`src/rtl/uart_word_loader.sv`:
```
// uart_word_loader: packs UART bytes (MSB first) into 32-bit words and writes
// them to consecutive instruction-memory addresses. Loading ends on END_WORD
// or when the last address has been written, which releases the processor.
// A partial word is discarded if no byte arrives for TIMEOUT_TICKS s_ticks.
module uart_word_loader #(
  parameter int          ADDR_W        = 10,
  parameter int          TIMEOUT_TICKS = 640,
  parameter logic [31:0] END_WORD      = 32'hFFFF_FFFF
) (
  input  logic              clk,
  input  logic              reset,
  input  logic              rx_done,
  input  logic [7:0]        rx_data,
  input  logic              s_tick,
  output logic              mem_we,
  output logic [ADDR_W-1:0] mem_addr,
  output logic [31:0]       mem_wdata,
  output logic              MIPS_enable,
  output logic              frame_err,
  output logic              mem_full
);

  localparam int                TCNT_W   = $clog2(TIMEOUT_TICKS + 1);
  localparam logic [TCNT_W-1:0] TCNT_MAX = TCNT_W'(TIMEOUT_TICKS - 1);
  localparam logic [ADDR_W-1:0] ADDR_MAX = {ADDR_W{1'b1}};

  typedef enum logic [1:0] {IDLE, COLLECT, WRITE, DONE} state_t;

  state_t            state, state_next;
  logic [1:0]        byte_cnt;
  logic [23:0]       held;      // up to three bytes already received
  logic [TCNT_W-1:0] tcnt;
  logic [ADDR_W-1:0] addr;
  logic              accept;    // this cycle's byte is taken into the word
  logic              tout;      // partial word is discarded this cycle
  logic [31:0]       word_full;

  // The fourth byte completes the word combinationally so it can be tested
  // against END_WORD and registered into mem_wdata on the same edge.
  assign word_full = {held, rx_data};

  // Next-state decode; rx_done takes priority over a coincident timeout.
  always_comb begin
    // NOTE: every signal written here gets a default first so no latch is inferred.
    state_next = state;
    accept     = 1'b0;
    tout       = 1'b0;
    case (state)
      IDLE: begin
        if (rx_done) begin
          accept     = 1'b1;
          state_next = COLLECT;
        end
      end
      COLLECT: begin
        if (rx_done) begin
          accept = 1'b1;
          if (byte_cnt == 2'd3)
            state_next = (word_full == END_WORD) ? DONE : WRITE;
        end else if (s_tick && tcnt == TCNT_MAX) begin
          tout       = 1'b1;
          state_next = IDLE;
        end
      end
      WRITE: begin
        // A full memory ends loading even if a new byte is arriving.
        if (addr == ADDR_MAX) begin
          state_next = DONE;
        end else if (rx_done) begin
          accept     = 1'b1;
          state_next = COLLECT;
        end else begin
          state_next = IDLE;
        end
      end
      DONE:    state_next = DONE;
      default: state_next = IDLE;
    endcase
  end

  // State, byte assembly, timeout counter and write address.
  always_ff @(posedge clk) begin
    if (reset) begin
      state    <= IDLE;
      byte_cnt <= 2'd0;
      held     <= 24'd0;
      tcnt     <= '0;
      addr     <= '0;
    end else begin
      // NOTE: non-blocking assignments so every register sees pre-edge values.
      state <= state_next;
      if (accept) begin
        held     <= {held[15:0], rx_data};
        byte_cnt <= byte_cnt + 2'd1;  // wraps 3 -> 0 as the word completes
        tcnt     <= '0;
      end else if (tout) begin
        byte_cnt <= 2'd0;
        tcnt     <= '0;
      end else if (state == COLLECT && s_tick) begin
        tcnt <= tcnt + TCNT_W'(1);
      end
      if (state == WRITE && addr != ADDR_MAX)
        addr <= addr + ADDR_W'(1);
    end
  end

  // Registered outputs, loaded on the edge that enters the matching state.
  always_ff @(posedge clk) begin
    if (reset) begin
      mem_we      <= 1'b0;
      mem_addr    <= '0;
      mem_wdata   <= 32'd0;
      MIPS_enable <= 1'b0;
      frame_err   <= 1'b0;
      mem_full    <= 1'b0;
    end else begin
      mem_we      <= (state_next == WRITE);
      MIPS_enable <= (state_next == DONE);
      frame_err   <= tout;
      if (state_next == WRITE) begin
        mem_wdata <= word_full;
        mem_addr  <= addr;
      end
      if (state == WRITE && addr == ADDR_MAX)
        mem_full <= 1'b1;
    end
  end

endmodule

```
`config.mk`:
```
export PLATFORM = sky130hd
export DESIGN_NAME = uart_word_loader
export DESIGN_NICKNAME = d
export VERILOG_FILES = /design/src/rtl/uart_word_loader.sv
export SDC_FILE = /design/constraint.sdc
export NUM_CORES = 1
export LEC_CHECK = 0
export ABC_CLOCK_PERIOD_IN_PS = 2000
export CAP_MARGIN = 20
export CELL_PAD_IN_SITES_DETAIL_PLACEMENT = 0
export CELL_PAD_IN_SITES_GLOBAL_PLACEMENT = 2
export CORE_MARGIN = 5
export CORE_UTILIZATION = 34
export CTS_CLUSTER_SIZE = 16
export DETAILED_ROUTE_END_ITERATION = 8
export DONT_BUFFER_PORTS = 1
export PLACE_DENSITY = 0.74
export SLEW_MARGIN = 20
export SYNTH_ARGS = -nofsm -noshare
export SYNTH_HDL_FRONTEND = slang
export SYNTH_SLANG_ARGS = --single-unit
```
`constraint.sdc`:
```
create_clock -name clk -period 2 [get_ports clk]
set_input_delay 0.1 -clock clk [delete_from_list [all_inputs] [get_ports clk]]
set_output_delay 0.1 -clock clk [all_outputs]
set_load 0.005 [all_outputs]
```
---- Word level (Yosys, flattened, before mapping) ----
Index checks and enable logic that the tools add are counted.
storage, ports and cells
  flip-flop bits (word level) ............. 94
  word-level logic and storage cells ...... 48
operators by class
  $add $sub $neg .......................... 3
  equality and inequality tests ........... 10
  muxes and demuxes ....................... 16
  reduce and logical (&&, ||, !) cells .... 8
operators with widths
  operator                                       count
  == test 32 bit, second input constant          1
  adder 10 x 1 -> 10 bit, second input constant  2
  == test 10 bit, second input constant          2
  2-to-1 mux 2 bit                               7
  == test 2 bit, second input constant           5
  inequality test 10 bit, second input constant  1
  one-hot mux 2 bit (4 select lines)             1
  2-to-1 mux 1 bit                               7
  logical AND 1 bit                              4
  OR reduction 3 bit                             1
  adder 2 x 1 -> 2 bit, second input constant    1
  == test 2 x 1 -> 1 bit, second input constant  1
  zero test 2 bit                                1
  one-hot mux 1 bit (2 select lines)             1
  nonzero test 2 bit                             1
  OR reduction 2 bit                             1

---- Logic depth before layout (Yosys ltp) ----
Gate-level depths: netlist (run 1).
  word-level depth ........................ 7
  gate-level depth with buffers ........... 8

---- Least setup slack after synthesis (run 1) ----
OpenSTA, ideal clock, no wires.
  path kind ............................... register to register
  start point ............................. reg tcnt[7]
  end point ............................... reg mem_addr[0]
  setup time .............................. 72 ps
  arrival ................................. 1901 ps
  data required time ...................... 1928 ps
  slack ................................... 27 ps
  cell stages (with the launch flop) ...... 8
  path buffers ............................ 2
  cells stage by stage .................... dfxtp_1 or4b_4 nor4_4 nand4b_1 nor3b_2 buf_6 buf_12 mux2i_1
between the ends
  cells in the longest elaborated chain, start to end .. 6
ends and longest elaborated chain
  element                             RTL line  RTL
  start, declared                     32        logic [TCNT_W-1:0] tcnt;
  start signal, assigned              100       tcnt <= tcnt + TCNT_W'(1);
  == test 10 bit                      60        end else if (s_tick && tcnt == TCNT_MAX) begin
  logical AND 1 bit                   60
  2-to-1 mux 2 bit                    60
  2-to-1 mux 2 bit                    56        if (rx_done) begin
  one-hot mux 2 bit (4 select lines)  48        case (state)
  == test 2 bit                       120       if (state_next == WRITE) begin
  end signal, assigned                122       mem_addr <= addr;
  end, declared                       16        output logic [ADDR_W-1:0] mem_addr,
Every way passes these cells.
A chain may end at the register's enable or synchronous reset.

---- Worst setup path after layout (run 1) ----
  start point ............................. reg tcnt[7]
  end point ............................... reg mem_addr[8]
Same word-level chain as after synthesis.

==> results.md, run 1 <==
- Outcome: complete, but fails checks
- Violations in the final reports: negative setup slack
- Count of pins over their slew limit: 0
- Vias in the first global route: roughly 2.8k
- HPWL after DPL: around 6000 um
- DRT Pass-1 Iters: 4
- Worst EP required: about 2.3 ns
- Avg WL per Cell: 16.3 um
- Dpl cells: approximately 550
- FMAX: ~490 MHz
- Min-delay worst type: input port to flip-flop
- Synth async-reset ratio: 0%
- Final GP Congestion: roughly 0.75
- M2 GR Usage: between 20% and 30%
- Cell area after synthesis: approximately 3900 um^2
- Area Growth Syn to Fin: 19.0%
- Worst hold margin: around 0.016 ns
- GR peak layer: met1
- Core ar.: between 10000 and 15000 um^2
- Total grt overflow: 0
- H-tree Lvls: 3
- Worst Clk Skew: around 0.011 ns
- Via-to-Cell Ratio: roughly 4.9
- Critical Path Source Type: flip-flop
- Post-synth top area share: roughly half
- Min-Delay Path Depth: 3
- Initial core utilization: about a third
- Worst path cell trace: or4b_4 -> nor4_4 -> nand4b_1 -> nor3b_4 -> buf_6 -> buf_12 -> mux2i_1
- Syn Nets: ~440
- Row count: 38
- Fin nets: approximately 450
- Syn avg cell area: between 9 and 10 um^2
- Fill cell count: 1089
- Number of antenna repair diodes: 0
- R2R depth: 7
- Clk slew on worst S/H paths: roughly 0.07 ns
- Clock latency at the later pin of the worst-skew pair: around 0.35 ns
- Sequential share of the synthesized area: roughly 50%
- First-pass GRT wire length: around 15000 um
- Largest area contributor in the netlist: dfxtp_1
- RSZ-0062 raised after global routing: yes
- Final Hold Vio Count: 0
- Final WS setup: -0.0291 ns
- Area of the multi-input gates: around 1800 um^2
- Post-synth EDFFs: 0
- Max cap viols: 0
- Vias: roughly 2.9k
- I/O Pins: 58
- Min-delay src: s_tick
- CP Class: flip-flop to flip-flop
- Met1 Track Usage GR: a little over a fifth
- Fin crit share: 101%
- Reg area: approximately 1900 um^2
- PwrDens: approximately 860 nW/um^2
- Critical-path top delay cell: or4b_4
- Clock Path Buffers: 2
- Die Span Y: 117 um
- Slew margin rel.: roughly 64%
- Leakage: between 1.5 and 2 nW
- Synthesized instance count: approximately 420
- Cell Area, Placed: between 4000 and 5000 um^2
- GRT met3 Usage: 4.61%
- Seq cells post-synth: 94
- Share of layout cells above drive strength 1: 10.1%
- Crit path launch: tcnt[7]$_SDFFE_PP0P_
- Final wirelength: 9530 um
- Final min period: around 2.0 ns
- Die width: 117 um
- Port Buffers: 0
- Main area contributors after synthesis: dfxtp_1 (49%), mux2i_1 (17%), nand2_1 (9.8%)
- Initial DRC Count: 163
- TritonCTS Buffers: 9
- Initial antenna violation count: 0
- Crit-path max FO: 10
- Dpl ws: -0.0309 ns
- Top_reg_cell synth: dfxtp_1
- Worst Tran Pin Value: roughly 0.54 ns
- CP arrival: 2.30 ns
- Non-Filler Instances: 584
- Worst R2R Start: tcnt[7]$_SDFFE_PP0P_
- Worst IR Drop VDD: ~370 uV
- Pin count of the biggest net entering global routing: 55
- Gr usage total: between 10% and 20%
- Total clock sinks: between 90 and 100
- Final instance area: 4590 um^2
- Critical Path Sink Type: flip-flop
- Antenna-violating nets left: 0
- # DRC: 0
- Die area: 13600 um^2
- Setup-failing EPs final: 25
- Number of distinct library cells after synthesis: 36
- CTS tree: built
- CTS root buf: clkbuf_16
- Synth Warn #: 0
- Delay of the slowest critical-path stage: ~0.54 ns
[sequential cells by signal, summed over array words and instances, names as in the netlist]
register,flops
mem_we,1
frame_err,1
mem_wdata,32
mem_addr,10
MIPS_enable,1
mem_full,1
state,2
byte_cnt,2
held,24
addr,10
tcnt,10
[cell usage after synthesis (3+ instances only)]
cell type	n
nand2_1	101
dfxtp_1	94
mux2i_1	67
nor2_1	47
clkbuf_1	17
nand3_1	11
nand4_1	11
o21ai_0	8
xnor2_1	7
xor2_1	7
a21oi_1	5
nor3_1	5
and3_1	4
buf_2	3
ha_1	3
inv_1	3
nand2b_1	3
[power by group]
part,switching (mW),internal (mW)
Clock,0.749,1.10
Combinational,0.104,0.0734
Sequential,0.0264,1.90
Total,0.880,3.07
[worst paths after layout]
check / to / slack, ns
hold / removal: tcnt[2]$_SDFFE_PP0P_ / 0.02
hold reg to reg: mem_wdata[7]$_SDFFE_PP0N_ / 0.48
setup reg to reg: mem_addr[8]$_SDFFE_PP0N_ / -0.03
setup / recovery: mem_addr[8]$_SDFFE_PP0N_ / -0.03
[metal layers]
metal	routed length [um]	share of wire, %
met1	4880	51
met2	3840	40
met3	653	6.9
met4	157	1.6
met5	0	0
[what timing repair did]
action | in CTS | in global routing
hold endpoints to repair | 49 | 0
setup buffers | 1 | 0
gates cloned | 2 | 1
gates resized for setup | 4 | 3
setup endpoints to repair | 38 | 43
hold buffers | 10 | 0
pin swaps | 0 | 0
[per-stage QoR]
| stage | util [%] | setup TNS (ns) | total power [mW] |
|---|---|---|---|
| 2_1_floorplan | - | 0 | 2.07 |
| 3_5_place_dp | 36.9 | -0.668 | 2.11 |
| 4_1_cts | 41.5 | -0.976 | 4.00 |
| 3_3_place_gp | 36.9 | 0 | 2.10 |
| 6_report | 41.8 | -0.457 | 3.95 |
| 5_1_grt | 41.8 | -4.22 | 4.12 |
[logic make-up (layout without fill, tap and decap cells)]
family                     after synthesis  count (layout)  synth area share [%]
adders and majority gates                3               3                 0.973
and+or+nand+nor                        198             198                  23.2
AOI/OAI and AO/OA                       17              17                  2.53
muxes                                   67              67                  17.4
DFF                                     94              94                  48.8
buffers and inverters                   28              51                  3.96
xor gates and xnor gates                14              14                  3.18
[critical path, delay by kind of cell, from the launching register on]
kind | cells | cell delay (ns)
flops | 1 | 0.31
mux | 1 | 0.19
buf+inv | 2 | 0.35
simple gates | 4 | 1.09
[cell type report]
type / instances / share of cell area (%)
inverter: 4 / 0.327
clock inverter: 6 / 2.04
tap: 140 / 3.82
clock buffer: 10 / 4.99
timing repair buffer: 31 / 7.72
multi-input combinational: 299 / 40.1
sequential: 94 / 41.0
[layout by cell type (no fill, tap or decap), drive strengths merged, types with 2 or more instances in the layout]
| master | Yosys | routed |
|---|---|---|
| bufinv | 0 | 2 |
| nand4b | 2 | 2 |
| inv | 3 | 5 |
| nor4b | 2 | 2 |
| and3 | 4 | 4 |
| nand2b | 3 | 3 |
| nor3b | 2 | 2 |
| xnor2 | 7 | 7 |
| nor2 | 47 | 47 |
| o21ai | 8 | 8 |
| xor2 | 7 | 7 |
| or3 | 2 | 2 |
| buf | 7 | 21 |
| dlygate4sd3 | 0 | 9 |
| and4 | 2 | 2 |
| nor4 | 3 | 3 |
| clkbuf | 17 | 11 |
| a21oi | 5 | 5 |
| dfxtp | 94 | 94 |
| nand3 | 11 | 11 |
| nand2 | 101 | 101 |
| nand4 | 11 | 11 |
| nor3 | 5 | 5 |
| mux2i | 67 | 67 |
| clkinv | 1 | 2 |
| ha | 3 | 3 |
No activity file was read; power rests on OpenSTA's default activity.
==> run 2: changes to the inputs <==
Settings changed: SKIP_LAST_GASP from default to 1.
==> run 2 against run 1 <==
Compared with the run above:
- the flow still finishes with violations (negative setup slack)
- non-clock buffer count unchanged
- via count shrank 0.31%
- first-iteration DRC count shrank 3.1%
- clock skew up 0.00083 ns
- die area stayed put
- combinational power is essentially flat
- highest routed layer unchanged
==> results.md, run 2 (synthesized netlist as in run 1, its figures left out) <==
- Outcome: complete, but fails checks
- Violations in the final reports: negative setup slack
- TritonCTS Buffers: 9
- Crit-path max FO: 10
- Bufs and invs on worst path: 2
- Avg WL per Cell: ~16 um
- Critical Path Source Type: flip-flop
- Fin nets: approximately 450
- Gr usage total: around 15%
- Delay of the slowest critical-path stage: 0.53 ns
- Share of layout cells above drive strength 1: about a tenth
- R2R depth: 7
- Min-delay worst type: input port to flip-flop
- Worst Clk Skew: 0.0116 ns
- Pin count of the biggest net entering global routing: 55
- I/O Pins: between 50 and 60
- CP Depth: 7
- Initial core utilization: a little over a third
- First-pass GRT wire length: between 15000 and 20000 um
- Worst path cell trace: or4b_4 -> nor4_4 -> nand4b_1 -> nor3b_4 -> buf_6 -> buf_12 -> mux2i_1
- Largest regs: mem_wdata (32), held (24)
- Non-Filler Instances: between 500 and 600
- Final wirelength: around 9500 um
- CTS tree: built
- CTS root buf: clkbuf_16
- Die area: ~14000 um^2
- Via-to-Cell Ratio: between 4 and 5
- Fin crit share: 102%
- PwrDens: about 860 nW/um^2
- CP Class: flip-flop to flip-flop
- Die width: around 120 um
- Clock latency at the later pin of the worst-skew pair: between 0.3 and 0.4 ns
- Final instance area: 4590 um^2
- H-tree Lvls: 3
- Antenna-violating nets left: 0
- Critical-path top delay cell: or4b_4
- Critical Path Sink Type: flip-flop
- R2r setup slk: -0.03 ns
- Setup-failing EPs final: 29
- FMAX: just under 500 MHz
- Port Buffers: 0
- Count of pins over their slew limit: 0
- Reg2Reg Capture Point: mem_addr[8]$_SDFFE_PP0N_
- Initial antenna violation count: 0
- Cell Area, Placed: 4050 um^2
- Total grt overflow: 0
- Max cap viols: 0
- Core ar.: approximately 11000 um^2
- Initial DRC Count: around 160
- CP arrival: roughly 2.3 ns
- Dpl cells: around 550
- Crit path to: mem_addr[8]$_SDFFE_PP0N_
- DRT Pass-1 Iters: 4
- Final min period: 2.03 ns
- Worst R2R Start: tcnt[8]$_SDFFE_PP0P_
- Worst EP required: 2.27 ns
- Most common library cell in the layout ignoring fill and taps: nand2_1
- Worst IR Drop VDD: approximately 370 uV
- Final Hold Vio Count: 0
- Top Family by Delay on Critical Path: simple AND/OR/NAND/NOR gates
- Fill cell count: 1087
- Slew margin rel.: between 60% and 70%
- Leakage: around 1.7 nW
- Final GP Congestion: 0.747
- Die Span Y: between 100 and 150 um
- Vias in the first global route: approximately 2.8k
- Most frequent cells in the layout: nand2_1 (100), dfxtp_1 (94), mux2i_1 (67)
- Vias: approximately 2.9k
- Largest register by flop count: mem_wdata
- # DRC: 0
- Number of antenna repair diodes: 0
- Clk slew on worst S/H paths: approximately 0.070 ns
- Max reg flops: 32
- Final WS setup: -0.0336 ns
- RSZ-0062 raised after global routing: yes
- Total clock sinks: 94
- Crit path launch: tcnt[8]$_SDFFE_PP0P_
- Worst Tran Pin Value: about 0.54 ns
- Clock Path Buffers: 2
- Row count: 38
- Area Growth Syn to Fin: 18.9%
- HPWL after DPL: a little under 6000 um
==> run 2: how the worst min path moves through the flow <==
stage	from	endpoint	cells past startpoint
2_1_floorplan	rx_data[0]	mem_wdata[0]$_SDFFE_PP0N_	2
3_3_place_gp	reset	held[18]$_SDFFE_PP0P_	1
3_5_place_dp	reset	held[18]$_SDFFE_PP0P_	1
4_1_cts	s_tick	tcnt[2]$_SDFFE_PP0P_	3
5_1_grt	s_tick	tcnt[2]$_SDFFE_PP0P_	3
6_report	s_tick	tcnt[2]$_SDFFE_PP0P_	3
==> run 2: power by group <==
| group | total [mW] | switching (mW) | internal, mW | leakage [nW] |
|---|---|---|---|---|
| clock network | 1.86 | 0.752 | 1.11 | 0.153 |
| logic | 0.177 | 0.104 | 0.0733 | 0.771 |
| registers | 1.92 | 0.0266 | 1.90 | 0.760 |
| total | 3.96 | 0.882 | 3.07 | 1.68 |
==> run 2: worst min-delay path: stages <==
cell,delay (ns)
nand3_1,0.08
xor2_1,0.07
nor2_1,0.07
==> run 2: timing repair <==
| action | in CTS | in global routing |
|---|---|---|
| hold endpoints to repair | 49 | 0 |
| resized for setup | 3 | 2 |
| setup buffers | 1 | 0 |
| cloned | 2 | 1 |
| endpoints found under the setup margin | 38 | 43 |
| hold buffers | 10 | 0 |
==> run 2: area by class of cell <==
type	count	area, um^2	share of cell area, %
Clock buffer	10	229	4.99
Clock inverter	6	93.8	2.05
Inverter	4	15.0	0.327
Multi-Input combinational cell	299	1840	40.1
Sequential cell	94	1880	41.0
Tap cell	140	175	3.82
Timing Repair Buffer	31	354	7.72
==> run 2: per-layer routing <==
layer	routed length, um	part of all wire [%]	track usage [%]
met5	0	0	0
met4	149	1.6	6.03
met3	655	6.9	4.61
met2	3870	41	20.2
met1	4860	51	21.1
==> run 2: through the flow <==
| stage | power [mW] | setup TNS (ns) | utilization [%] | hold slack, ns | setup WS, ns |
|---|---|---|---|---|---|
| 2_1_floorplan | 2.07 | 0 | - | 0.242 | 0.0271 |
| 3_3_place_gp | 2.10 | 0 | 36.9 | 0.183 | 0.0247 |
| 3_5_place_dp | 2.11 | -0.668 | 36.9 | 0.184 | -0.0309 |
| 4_1_cts | 4.00 | -1.01 | 41.5 | 0.00713 | -0.0460 |
| 5_1_grt | 4.12 | -4.39 | 41.8 | 0.0261 | -0.152 |
| 6_report | 3.96 | -0.542 | 41.8 | 0.0160 | -0.0336 |
